**config.mk**
```make
export PLATFORM = sky130hd
export DESIGN_NAME = sbox_word_seq
export DESIGN_NICKNAME = d
export VERILOG_FILES = /design/src/rtl/sbox_pkg.sv /design/src/rtl/sbox_byte_comb.sv /design/src/rtl/sbox_word_seq.sv
export SDC_FILE = /design/constraint.sdc
export NUM_CORES = 1
export LEC_CHECK = 0
export BUFFER_PORTS_ARGS = -buffer_cell sky130_fd_sc_hd__buf_2
export CAP_MARGIN = 0
export CORE_ASPECT_RATIO = 1.4
export CORE_UTILIZATION = 61
export CTS_BUF_LIST = sky130_fd_sc_hd__clkbuf_16
export DETAILED_ROUTE_END_ITERATION = 8
export PLACE_DENSITY_LB_ADDON = 0.05
export SLEW_MARGIN = 20
export SYNTH_ARGS = -nofsm -noshare
export SYNTH_HDL_FRONTEND = slang
export SYNTH_SLANG_ARGS = --single-unit
```
**constraint.sdc**
```tcl
create_clock -name clk -period 9.8 [get_ports clk]
set_input_delay 0.49 -clock clk [delete_from_list [all_inputs] [get_ports clk]]
set_output_delay 0.49 -clock clk [all_outputs]
set_load 0.02 [all_outputs]
```
**src/rtl/sbox_pkg.sv**
```systemverilog
// sbox_pkg
// Shared definitions for the sequential AES SubBytes/InvSubBytes engine.
//
// GF(2^8) is handled as the composite field GF((2^4)^2) with the extension
// polynomial y^2 + y + LAMBDA. GF(2^4) is in turn the tower GF((2^2)^2) with
// z^2 + z + PHI over GF(2^2) = GF(2)[w]/(w^2 + w + 1). The 4-bit multiplier,
// squarer, constant multiplier and inverter below all use that tower basis,
// and MAP_M / INV_MAP_M are the isomorphism between the AES polynomial
// basis and this composite basis.
//
// Contents:
//   state_t              FSM encoding (IDLE/CALC/DONE)
//   LAMBDA, PHI          field constants of the tower
//   MAP_M, INV_MAP_M     isomorphic map and its inverse
//   AFF_M, INV_AFF_M     affine and inverse affine matrices
//   AFF_C, INV_AFF_C     affine constants 0x63 and 0x05
//   mat8()               8x8 GF(2) matrix-vector product
//   gf22_*, gf24_*       GF(2^2) and GF(2^4) arithmetic helpers
package sbox_pkg;

  typedef enum logic [1:0] {
    ST_IDLE = 2'd0,
    ST_CALC = 2'd1,
    ST_DONE = 2'd2
  } state_t;

  // y^2 + y + LAMBDA over GF(2^4); LAMBDA = {11,00} in the tower basis.
  localparam logic [3:0] LAMBDA = 4'hC;
  // z^2 + z + PHI over GF(2^2); PHI = w.
  localparam logic [1:0] PHI = 2'b10;

  localparam logic [7:0] AFF_C     = 8'h63;
  localparam logic [7:0] INV_AFF_C = 8'h05;

  // Matrices are stored as {row7, ..., row0}; row i is the mask of input
  // bits XORed together to form output bit i.
  localparam logic [7:0][7:0] MAP_M = {
    8'hA0, 8'hDE, 8'hAC, 8'hAE, 8'hC6, 8'h9E, 8'h52, 8'h43
  };
  localparam logic [7:0][7:0] INV_MAP_M = {
    8'hE2, 8'h44, 8'h62, 8'h76, 8'h3E, 8'h9E, 8'h30, 8'h75
  };
  // b_i = a_i ^ a_(i+4) ^ a_(i+5) ^ a_(i+6) ^ a_(i+7), indices mod 8.
  localparam logic [7:0][7:0] AFF_M = {
    8'hF8, 8'h7C, 8'h3E, 8'h1F, 8'h8F, 8'hC7, 8'hE3, 8'hF1
  };
  // a_i = b_(i+2) ^ b_(i+5) ^ b_(i+7), indices mod 8.
  localparam logic [7:0][7:0] INV_AFF_M = {
    8'h52, 8'h29, 8'h94, 8'h4A, 8'h25, 8'h92, 8'h49, 8'hA4
  };

  function automatic logic [7:0] mat8(input logic [7:0][7:0] m,
                                      input logic [7:0] x);
    logic [7:0] y;
    y = 8'h00;
    for (int i = 0; i < 8; i++) begin
      y[i] = ^(m[i] & x);
    end
    return y;
  endfunction

  // GF(2^2) multiply, w^2 = w + 1.
  function automatic logic [1:0] gf22_mul(input logic [1:0] a,
                                          input logic [1:0] b);
    logic [1:0] p;
    p[1] = (a[1] & b[1]) ^ (a[1] & b[0]) ^ (a[0] & b[1]);
    p[0] = (a[1] & b[1]) ^ (a[0] & b[0]);
    return p;
  endfunction

  function automatic logic [1:0] gf22_sq(input logic [1:0] a);
    return {a[1], a[1] ^ a[0]};
  endfunction

  // In GF(2^2) the inverse of a non-zero element is its square; 0 maps to 0.
  function automatic logic [1:0] gf22_inv(input logic [1:0] a);
    return gf22_sq(a);
  endfunction

  // Multiply by PHI = w.
  function automatic logic [1:0] gf22_mul_phi(input logic [1:0] a);
    return {a[1] ^ a[0], a[1]};
  endfunction

  // GF(2^4) multiply in the tower basis: (ah z + al)(bh z + bl), z^2 = z + PHI.
  function automatic logic [3:0] gf24_mul(input logic [3:0] a,
                                          input logic [3:0] b);
    logic [1:0] hh;
    logic [1:0] ph;
    logic [1:0] pl;
    hh = gf22_mul(a[3:2], b[3:2]);
    ph = hh ^ gf22_mul(a[3:2], b[1:0]) ^ gf22_mul(a[1:0], b[3:2]);
    pl = gf22_mul_phi(hh) ^ gf22_mul(a[1:0], b[1:0]);
    return {ph, pl};
  endfunction

  function automatic logic [3:0] gf24_sq(input logic [3:0] a);
    return gf24_mul(a, a);
  endfunction

  function automatic logic [3:0] gf24_mul_lambda(input logic [3:0] a);
    return gf24_mul(a, LAMBDA);
  endfunction

  // (h z + l)^-1 = h d z + (h + l) d with d = (h^2 PHI + h l + l^2)^-1.
  // A zero input gives d = 0 and hence a zero result.
  function automatic logic [3:0] gf24_inv(input logic [3:0] a);
    logic [1:0] h;
    logic [1:0] l;
    logic [1:0] d;
    h = a[3:2];
    l = a[1:0];
    d = gf22_inv(gf22_mul_phi(gf22_sq(h)) ^ gf22_mul(h, l) ^ gf22_sq(l));
    return {gf22_mul(h, d), gf22_mul(h ^ l, d)};
  endfunction

endpackage

```
**src/rtl/sbox_byte_comb.sv**
```systemverilog
// sbox_byte_comb
// Purely combinational AES S-box / inverse S-box for one byte, built on the
// composite field GF((2^4)^2).
//
// Ports:
//   inv   0 = forward S-box, 1 = inverse S-box
//   din   input byte
//   dout  substituted byte
//
// Forward: map -> GF(2^8) inverse -> inverse map -> affine (0x63).
// Inverse: inverse affine (0x05) -> map -> GF(2^8) inverse -> inverse map.
module sbox_byte_comb
  import sbox_pkg::*;
(
  input  logic       inv,
  input  logic [7:0] din,
  output logic [7:0] dout
);

  logic [7:0] pre;
  logic [7:0] iso;
  logic [3:0] hi;
  logic [3:0] lo;
  logic [3:0] hl_prod;
  logic [3:0] norm;
  logic [3:0] norm_inv;
  logic [3:0] out_hi;
  logic [3:0] out_lo;
  logic [7:0] inv_iso;

  // Input side: optional inverse affine, then into the composite basis.
  always_comb begin
    pre = inv ? (mat8(INV_AFF_M, din) ^ INV_AFF_C) : din;
    iso = mat8(MAP_M, pre);
    hi  = iso[7:4];
    lo  = iso[3:0];
  end

  // GF((2^4)^2) inversion of (hi y + lo) with y^2 = y + LAMBDA:
  // result = hi d y + (hi + lo) d, d = (hi^2 LAMBDA + hi lo + lo^2)^-1.
  // Three general multipliers, one squarer pair, one constant multiply.
  always_comb begin
    hl_prod  = gf24_mul(hi, lo);
    norm     = gf24_mul_lambda(gf24_sq(hi)) ^ hl_prod ^ gf24_sq(lo);
    norm_inv = gf24_inv(norm);
    out_hi   = gf24_mul(hi, norm_inv);
    out_lo   = gf24_mul(hi ^ lo, norm_inv);
  end

  // Output side: back to the AES basis, then the forward affine if needed.
  always_comb begin
    inv_iso = mat8(INV_MAP_M, {out_hi, out_lo});
    dout    = inv ? inv_iso : (mat8(AFF_M, inv_iso) ^ AFF_C);
  end

endmodule

```
**src/rtl/sbox_word_seq.sv**
```systemverilog
// sbox_word_seq
// Sequential SubBytes/InvSubBytes engine: accepts one NBYTES-byte word,
// substitutes one byte per clock through a single sbox_byte_comb, and
// presents the finished word on a valid/ready output.
//
// Ports:
//   clk        clock, rising edge
//   rst        asynchronous active-high reset
//   IN_VALID   input word valid
//   IN_READY   engine idle and able to accept a word (registered)
//   INV        mode sampled with the word: 0 forward, 1 inverse
//   DIN        input word, byte i = DIN[8i+7:8i]
//   OUT_VALID  result valid (registered)
//   OUT_READY  consumer accepts the result
//   DOUT       result word, same byte order; held after the handshake
//
// Timing: word accepted at edge k, bytes 0..NBYTES-1 written on edges
// k+1..k+NBYTES, OUT_VALID visible after edge k+NBYTES.
module sbox_word_seq
  import sbox_pkg::*;
#(
  parameter int NBYTES = 4
) (
  input  logic                  clk,
  input  logic                  rst,
  input  logic                  IN_VALID,
  output logic                  IN_READY,
  input  logic                  INV,
  input  logic [8*NBYTES-1:0]   DIN,
  output logic                  OUT_VALID,
  input  logic                  OUT_READY,
  output logic [8*NBYTES-1:0]   DOUT
);

  localparam int W  = 8 * NBYTES;
  // Keep the counter at least one bit wide so NBYTES = 1 still elaborates.
  localparam int CW = (NBYTES > 1) ? $clog2(NBYTES) : 1;
  localparam logic [CW-1:0] LAST = CW'(NBYTES - 1);

  state_t          state;
  logic [CW-1:0]   cnt;
  logic            inv_q;
  logic [W-1:0]    work;

  logic [7:0]      cur_byte;
  logic [7:0]      sub_byte;
  logic [W-1:0]    work_next;

  // Select the byte under substitution and rebuild the word with it replaced.
  always_comb begin
    cur_byte  = work[{cnt, 3'b000} +: 8];
    work_next = work;
    work_next[{cnt, 3'b000} +: 8] = sub_byte;
  end

  sbox_byte_comb u_sbox (
    .inv  (inv_q),
    .din  (cur_byte),
    .dout (sub_byte)
  );

  // Control FSM with counter, work register and registered handshake outputs.
  always_ff @(posedge clk or posedge rst) begin
    if (rst) begin
      state     <= ST_IDLE;
      cnt       <= {CW{1'b0}};
      inv_q     <= 1'b0;
      work      <= {W{1'b0}};
      IN_READY  <= 1'b1;
      OUT_VALID <= 1'b0;
      DOUT      <= {W{1'b0}};
    end else begin
      case (state)
        ST_IDLE: begin
          if (IN_VALID) begin
            work     <= DIN;
            inv_q    <= INV;
            cnt      <= {CW{1'b0}};
            IN_READY <= 1'b0;
            state    <= ST_CALC;
          end else begin
            IN_READY <= 1'b1;
          end
        end
        ST_CALC: begin
          work <= work_next;
          if (cnt == LAST) begin
            // The completed word (with the last byte just substituted) goes
            // straight to DOUT so it is valid together with OUT_VALID.
            cnt       <= {CW{1'b0}};
            DOUT      <= work_next;
            OUT_VALID <= 1'b1;
            state     <= ST_DONE;
          end else begin
            cnt <= cnt + CW'(1);
          end
        end
        ST_DONE: begin
          if (OUT_READY) begin
            OUT_VALID <= 1'b0;
            IN_READY  <= 1'b1;
            state     <= ST_IDLE;
          end else begin
            OUT_VALID <= 1'b1;
          end
        end
        default: begin
          state     <= ST_IDLE;
          cnt       <= {CW{1'b0}};
          IN_READY  <= 1'b1;
          OUT_VALID <= 1'b0;
        end
      endcase
    end
  end

endmodule

```
* Yosys cells after proc, flatten, opt, wreduce, memory -nomap -nowiden
Cells that the tools add are included.
Word-level totals: register bits 71, input port bits 37, output and inout port bits 34, logic and storage cells 255
Cells by class: add/subtract/negate cells 2, eq/ne operators 6, shift operators 3, multiplexer cells 18, bitwise gates (word level) 178, reduce and logical (&&, ||, !) cells 41
Operators with widths (count):
- XOR reduction 8 bit | 32
- bitwise XOR 1 bit | 79
- AND 1 bit | 72
- case mux 32 bit (2 select lines) | 1
- bitwise XOR 2 bit | 19
- bitwise mux 32 bit | 1
- 2-to-1 mux 32 bit | 1
- variable shift 8 x 7 -> 32 bit, first input constant | 1
- indexed part select 32 x 6 -> 8 bit | 1
- indexed part select 8 x 7 -> 32 bit | 1
- 2-to-1 mux 8 bit | 2
- case mux 2 bit (3 select lines) | 2
- AND reduction 2 bit | 6
- bitwise XOR 4 bit | 3
- 2-to-1 mux 2 bit | 5
- negator 5 -> 7 bit | 1
- != test 2 bit, second input constant | 3
- case mux 1 bit (3 select lines) | 2
- == test 2 bit, second input constant | 2
- 2-to-1 mux 1 bit | 4
- inverter 4 bit | 1
- inverter 1 bit | 3
- AND reduction 3 bit | 1
- adder 2 x 1 -> 2 bit, second input constant | 1
- 4 further kinds | 4

* Depth between registers and ports, before layout
word-level depth 35, depth in mapped cells 32, gate-level depth less buffers 28

* Modules after synthesis
From an unflattened synthesis, not the netlist that was laid out.
Unflattened totals: cell total of the unflattened synthesis 815, area total of the unflattened synthesis 7098.1 um^2
By module, submodules not included:
- sbox_word_seq | instances 1, cells an instance 432, area an instance 4137.7 um^2, seq. area each 1778.0 um^2
- sbox_byte_comb | instances 1, cells an instance 383, area an instance 2960.3 um^2, seq. area each 0.0 um^2

* Worst setup path before layout
Ideal clock, no wire load.
kind register -> register, start reg cnt[0], end reg work[13], library setup time 118 ps, data arrival time 7634 ps, data required time 9682 ps, setup slack 2048 ps, stages on the path, launching flop included 32, path buffers 4, clock period less this slack 7752 ps, path through dfrtp_1 buf_6 mux4_2 buf_4 xnor2_1 mux2_2 nor2_1 xnor2_2 xnor2_2 inv_4 ha_1 xnor2_1 xnor3_1 xor2_2 xnor3_1 inv_2 ha_1 clkbuf_1 clkinv_1 or4_1 a211oi_1 nor3_1 nand4b_1 buf_4 o22ai_1 a221o_1 xnor2_1 xnor3_1 mux2_2 a22oi_1 a21oi_1 a21o_1
On the way: longest elaborated chain between the ends 35, elaborated cells on any way between the ends 215, those cells by class add/sub: 1; shift: 3; mux: 4; bitwise: 175; reduce/logical: 32
Ends and longest elaborated chain:
- from (decl) | RTL line sbox_word_seq.sv:41 | logic [CW-1:0] cnt;
- from (signal assigned) | RTL line sbox_word_seq.sv:66 | cnt <= {CW{1'b0}};
- from (signal assigned) | RTL line sbox_word_seq.sv:78 | cnt <= {CW{1'b0}};
- from (signal assigned) | RTL line sbox_word_seq.sv:90 | cnt <= {CW{1'b0}};
- indexed part select 32 x 6 -> 8 bit | RTL line sbox_word_seq.sv:51 | cur_byte = work[{cnt, 3'b000} +: 8];
- XOR reduction 8 bit | RTL line sbox_pkg.sv:57 | y[i] = ^(m[i] & x);
- inverter 2 bit (no line)
- 2-to-1 mux 8 bit | RTL line sbox_byte_comb.sv:33 | pre = inv ? (mat8(INV_AFF_M, din) ^ INV_AFF_C) : din;
- XOR reduction 8 bit | RTL line sbox_pkg.sv:57
- AND 1 bit (on tied branches) | RTL line sbox_pkg.sv:66, sbox_pkg.sv:67
- bitwise XOR 1 bit (2 in series) | RTL line sbox_pkg.sv:66 | p[1] = (a[1] & b[1]) ^ (a[1] & b[0]) ^ (a[0] & b[1]);
- bitwise XOR 2 bit (2 in series) | RTL line sbox_pkg.sv:92 | ph = hh ^ gf22_mul(a[3:2], b[1:0]) ^ gf22_mul(a[1:0], b[3:2]);
- [16 not listed]
- bitwise XOR 1 bit or bitwise XOR 2 bit (tied branches) | RTL line sbox_pkg.sv:82, sbox_pkg.sv:92
- bitwise XOR 2 bit (on tied branches) | RTL line sbox_pkg.sv:93, sbox_pkg.sv:92
- XOR reduction 8 bit (2 in series) | RTL line sbox_pkg.sv:57
- inverter 4 bit (no line)
- 2-to-1 mux 8 bit | RTL line sbox_byte_comb.sv:53 | dout = inv ? inv_iso : (mat8(AFF_M, inv_iso) ^ AFF_C);
- indexed part select 8 x 7 -> 32 bit | RTL line sbox_word_seq.sv:53 | work_next[{cnt, 3'b000} +: 8] = sub_byte;
- bitwise mux 32 bit * | RTL line sbox_word_seq.sv:53
- case mux 32 bit (2 select lines) * | RTL line sbox_word_seq.sv:73 | case (state)
- to (signal assigned) | RTL line sbox_word_seq.sv:68 | work <= {W{1'b0}};
- to (signal assigned) | RTL line sbox_word_seq.sv:86 | work <= work_next;
- to (decl) | RTL line sbox_word_seq.sv:43 | logic [W-1:0] work;
Every way passes the cells marked *; elsewhere a longest branch is shown, timed or not. A chain may end at the register's enable or synchronous reset.

* Worst setup path in the final report
start reg cnt[0], end reg work[10]
Same word-level chain as after synthesis.

==> impl_metrics.tcl <==
set metrics [dict create \
    ys_types 75 \
    synthArstFlopShare 1.00 \
    cts_sinks 71 \
    dr_total_vias 6262 \
    fin_cells 950 \
    antenna_left 0 \
    post-route-period-util 0.931 \
    slew_headroom 0.291 \
    gp_congestion 0.989 \
    via_per_inst 6.59 \
    diodes 0 \
    fmaxAchievable_ghz 0.110 \
    grt_max_degree 72 \
    cts_buffers 9 \
    status "completed" \
    wl_per_cell_um 19.8 \
    first_pass_iters 5 \
    rr_startpoint "cnt[0]$_DFFE_PP0P_" \
    finalSetupTns_ns 0 \
    synthTopCellsByArea "dfrtp_1, xnor3_1, xnor2_1" \
    grt_pass1_wl_mm 30.7 \
    overflow 0 \
    grt.total_usage 0.343 \
    cts-root-buf "clkbuf_16" \
    crit_required_ns 10.02 \
    core_area_sq_um 10500 \
    synth_area_leader_cell "dfrtp_1" \
    hold_viol_final 0 \
    netlist_instances 762 \
    dpl.hpwl_mm 14.1 \
    start_kind "flip-flop" \
    rsz0062_at_grt "false" \
    rows 44 \
    dp_cells 934 \
    min_path_cells 2 \
    fp.dieW_um 90.0 \
    multi_input_area_sq_um 4550 \
    hold_buffers 0 \
    portBuffers 70 \
    stdcell_area_sq_um 7290 \
    final_nets 857 \
    cp_max_fo 16 \
    start_util 0.632 \
    r2r-end "work[10]$_DFFE_PP0P_" \
    fin_skew_ns 0.00667 \
    finalMaxSlewViolations 0 \
    seq_area_sq_um 1780 \
    drv_cap 0 \
    clock_path_buffers 2 \
    dpl_cell_area_sq_um 7000 \
    ys_top_cells_by_count "nand2_1, dfrtp_1, o21ai_0" \
    hold_class "in -> reg" \
    cts_setup_buffers 0 \
    hold_end "IN_READY$_DFFE_PP1P_" \
    netlist_area_sq_um 6610 \
    drt_iter0_markers 349 \
    worst_pin_slew_ns 1.06 \
    drive_above_1_share 0.169 \
    drc 0 \
    path_class "reg -> reg" \
    min-delay-start "IN_VALID" \
    critPathCaptureType "flip-flop" \
    drt_wl_total_mm 18.8 \
    crit_path_top_delay_cell "dfrtp_1" \
    crit_arrival_ns 9.34 \
    synthFlopType "dfrtp_1" \
    dieArea_sq_um 11300 \
    slowest_delay_ns 0.84 \
    htree_num_levels 3 \
    avgSynthCellArea_sq_um 8.67 \
    design.portCount 71 \
    setup_viol 0 \
    post-synth-top-count-cell "nand2_1" \
    cts_tree "yes" \
    path_clk_slew_ns 0.06 \
    synth_top_area_share 0.265 \
    fillers 839 \
    final.min_clock_period_ns 9.12 \
    area_growth_pct 10.4 \
    post_cts_resized 0 \
    ys.warnings.count 0 \
    ys_ff_latch 71 \
    die_y_um 125 \
    clk_latency_ns 0.33 \
    synth_edf_count 0 \
    syn_nets 812 \
    ff2ff_path_depth 27 \
    r2r_slack_ns 0.68 \
    ys_seq_area_frac 0.269 \
    grt_pass1_vias 6154 \
    antenna_found_initial 0 \
]
worst max-delay path, delay by kind of cell, from the launching register on:
kind,cells,cell delay (ns)
xor gates and xnor gates,9,2.81
adders and majority gates,2,0.59
muxes,3,1.29
DFF,1,0.84
and+or+nand+nor,6,1.67
buffers and inverters,3,0.54
AOI/OAI and AO/OA,4,1.26
flip-flops by register name, summed over array words and instances, names as in the netlist:
register and count:
DOUT 32, IN_READY 1, OUT_VALID 1, cnt 2, inv_q 1, state 2, work 32
per-layer routing:
metal	part of all wire	global-route usage	up-vias
li1	-	-	2890
met1	0.37	0.390	2979
met2	0.51	0.614	308
met3	0.056	0.0432	85
met4	0.059	0.206	0
met5	0	0	-
per-stage QoR:
stage / setup slack (ns) / hold WS, ns / util
global route: 0.164 / 0.355 / 0.697
global placement: 1.27 / 0.459 / 0.668
floorplan: 2.05 / 0.467 / -
finish: 0.680 / 0.344 / 0.697
CTS: 0.862 / 0.345 / 0.697
detailed placement: 0.943 / 0.467 / 0.669
worst max-delay path by stage:
stage	start	end	slack (ns)	cells past startpoint
final	cnt[0]$_DFFE_PP0P_	work[10]$_DFFE_PP0P_	0.68	27
after detailed placement	cnt[0]$_DFFE_PP0P_	work[10]$_DFFE_PP0P_	0.94	27
after CTS	cnt[0]$_DFFE_PP0P_	work[10]$_DFFE_PP0P_	0.86	27
after floorplan	cnt[0]$_DFFE_PP0P_	work[13]$_DFFE_PP0P_	2.05	31
after global placement	cnt[0]$_DFFE_PP0P_	work[5]$_DFFE_PP0P_	1.27	27
after global routing	cnt[0]$_DFFE_PP0P_	work[13]$_DFFE_PP0P_	0.16	27
layout make-up:
cell class                      count  share of cell area
Clock buffer                        9              0.0309
Inverter                           23              0.0125
Tap cell                          138              0.0237
Timing Repair Buffer               78              0.0563
Multi-Input combinational cell    624               0.624
Clock inverter                      7             0.00875
Sequential cell                    71               0.244
logic make-up after synthesis:
group / count (synthesis) / synth area share
multiplexers: 36 / 0.0721
adder cells (fa/ha/maj): 13 / 0.0246
AO/OA/AOI/OAI: 235 / 0.229
XOR/XNOR: 83 / 0.174
flip-flops: 71 / 0.269
AND/OR/NAND/NOR: 257 / 0.187
buffers and inverters: 67 / 0.0447
cells in the final DEF (no fill, tap or decap), drive strengths merged, types with 6 or more instances in the layout:
master  count
a211oi      7
a21o       12
a21oi      48
a22oi      13
a31oi      18
a41oi      14
and2       15
and3       12
buf        78
clkbuf      9
clkinv     11
dfrtp      70
ha         13
inv        17
mux2        7
mux2i      21
mux4        8
nand2      80
nand2b      6
nand3      20
nor2       62
nor2b       6
nor3       17
o21ai      75
o31ai       9
or3        21
xnor2      44
xnor3      20
xor2       14
Power is left out: the tool's default activity adds up to more than one toggle a clock period on the data nets, which glitch-free logic cannot reach.
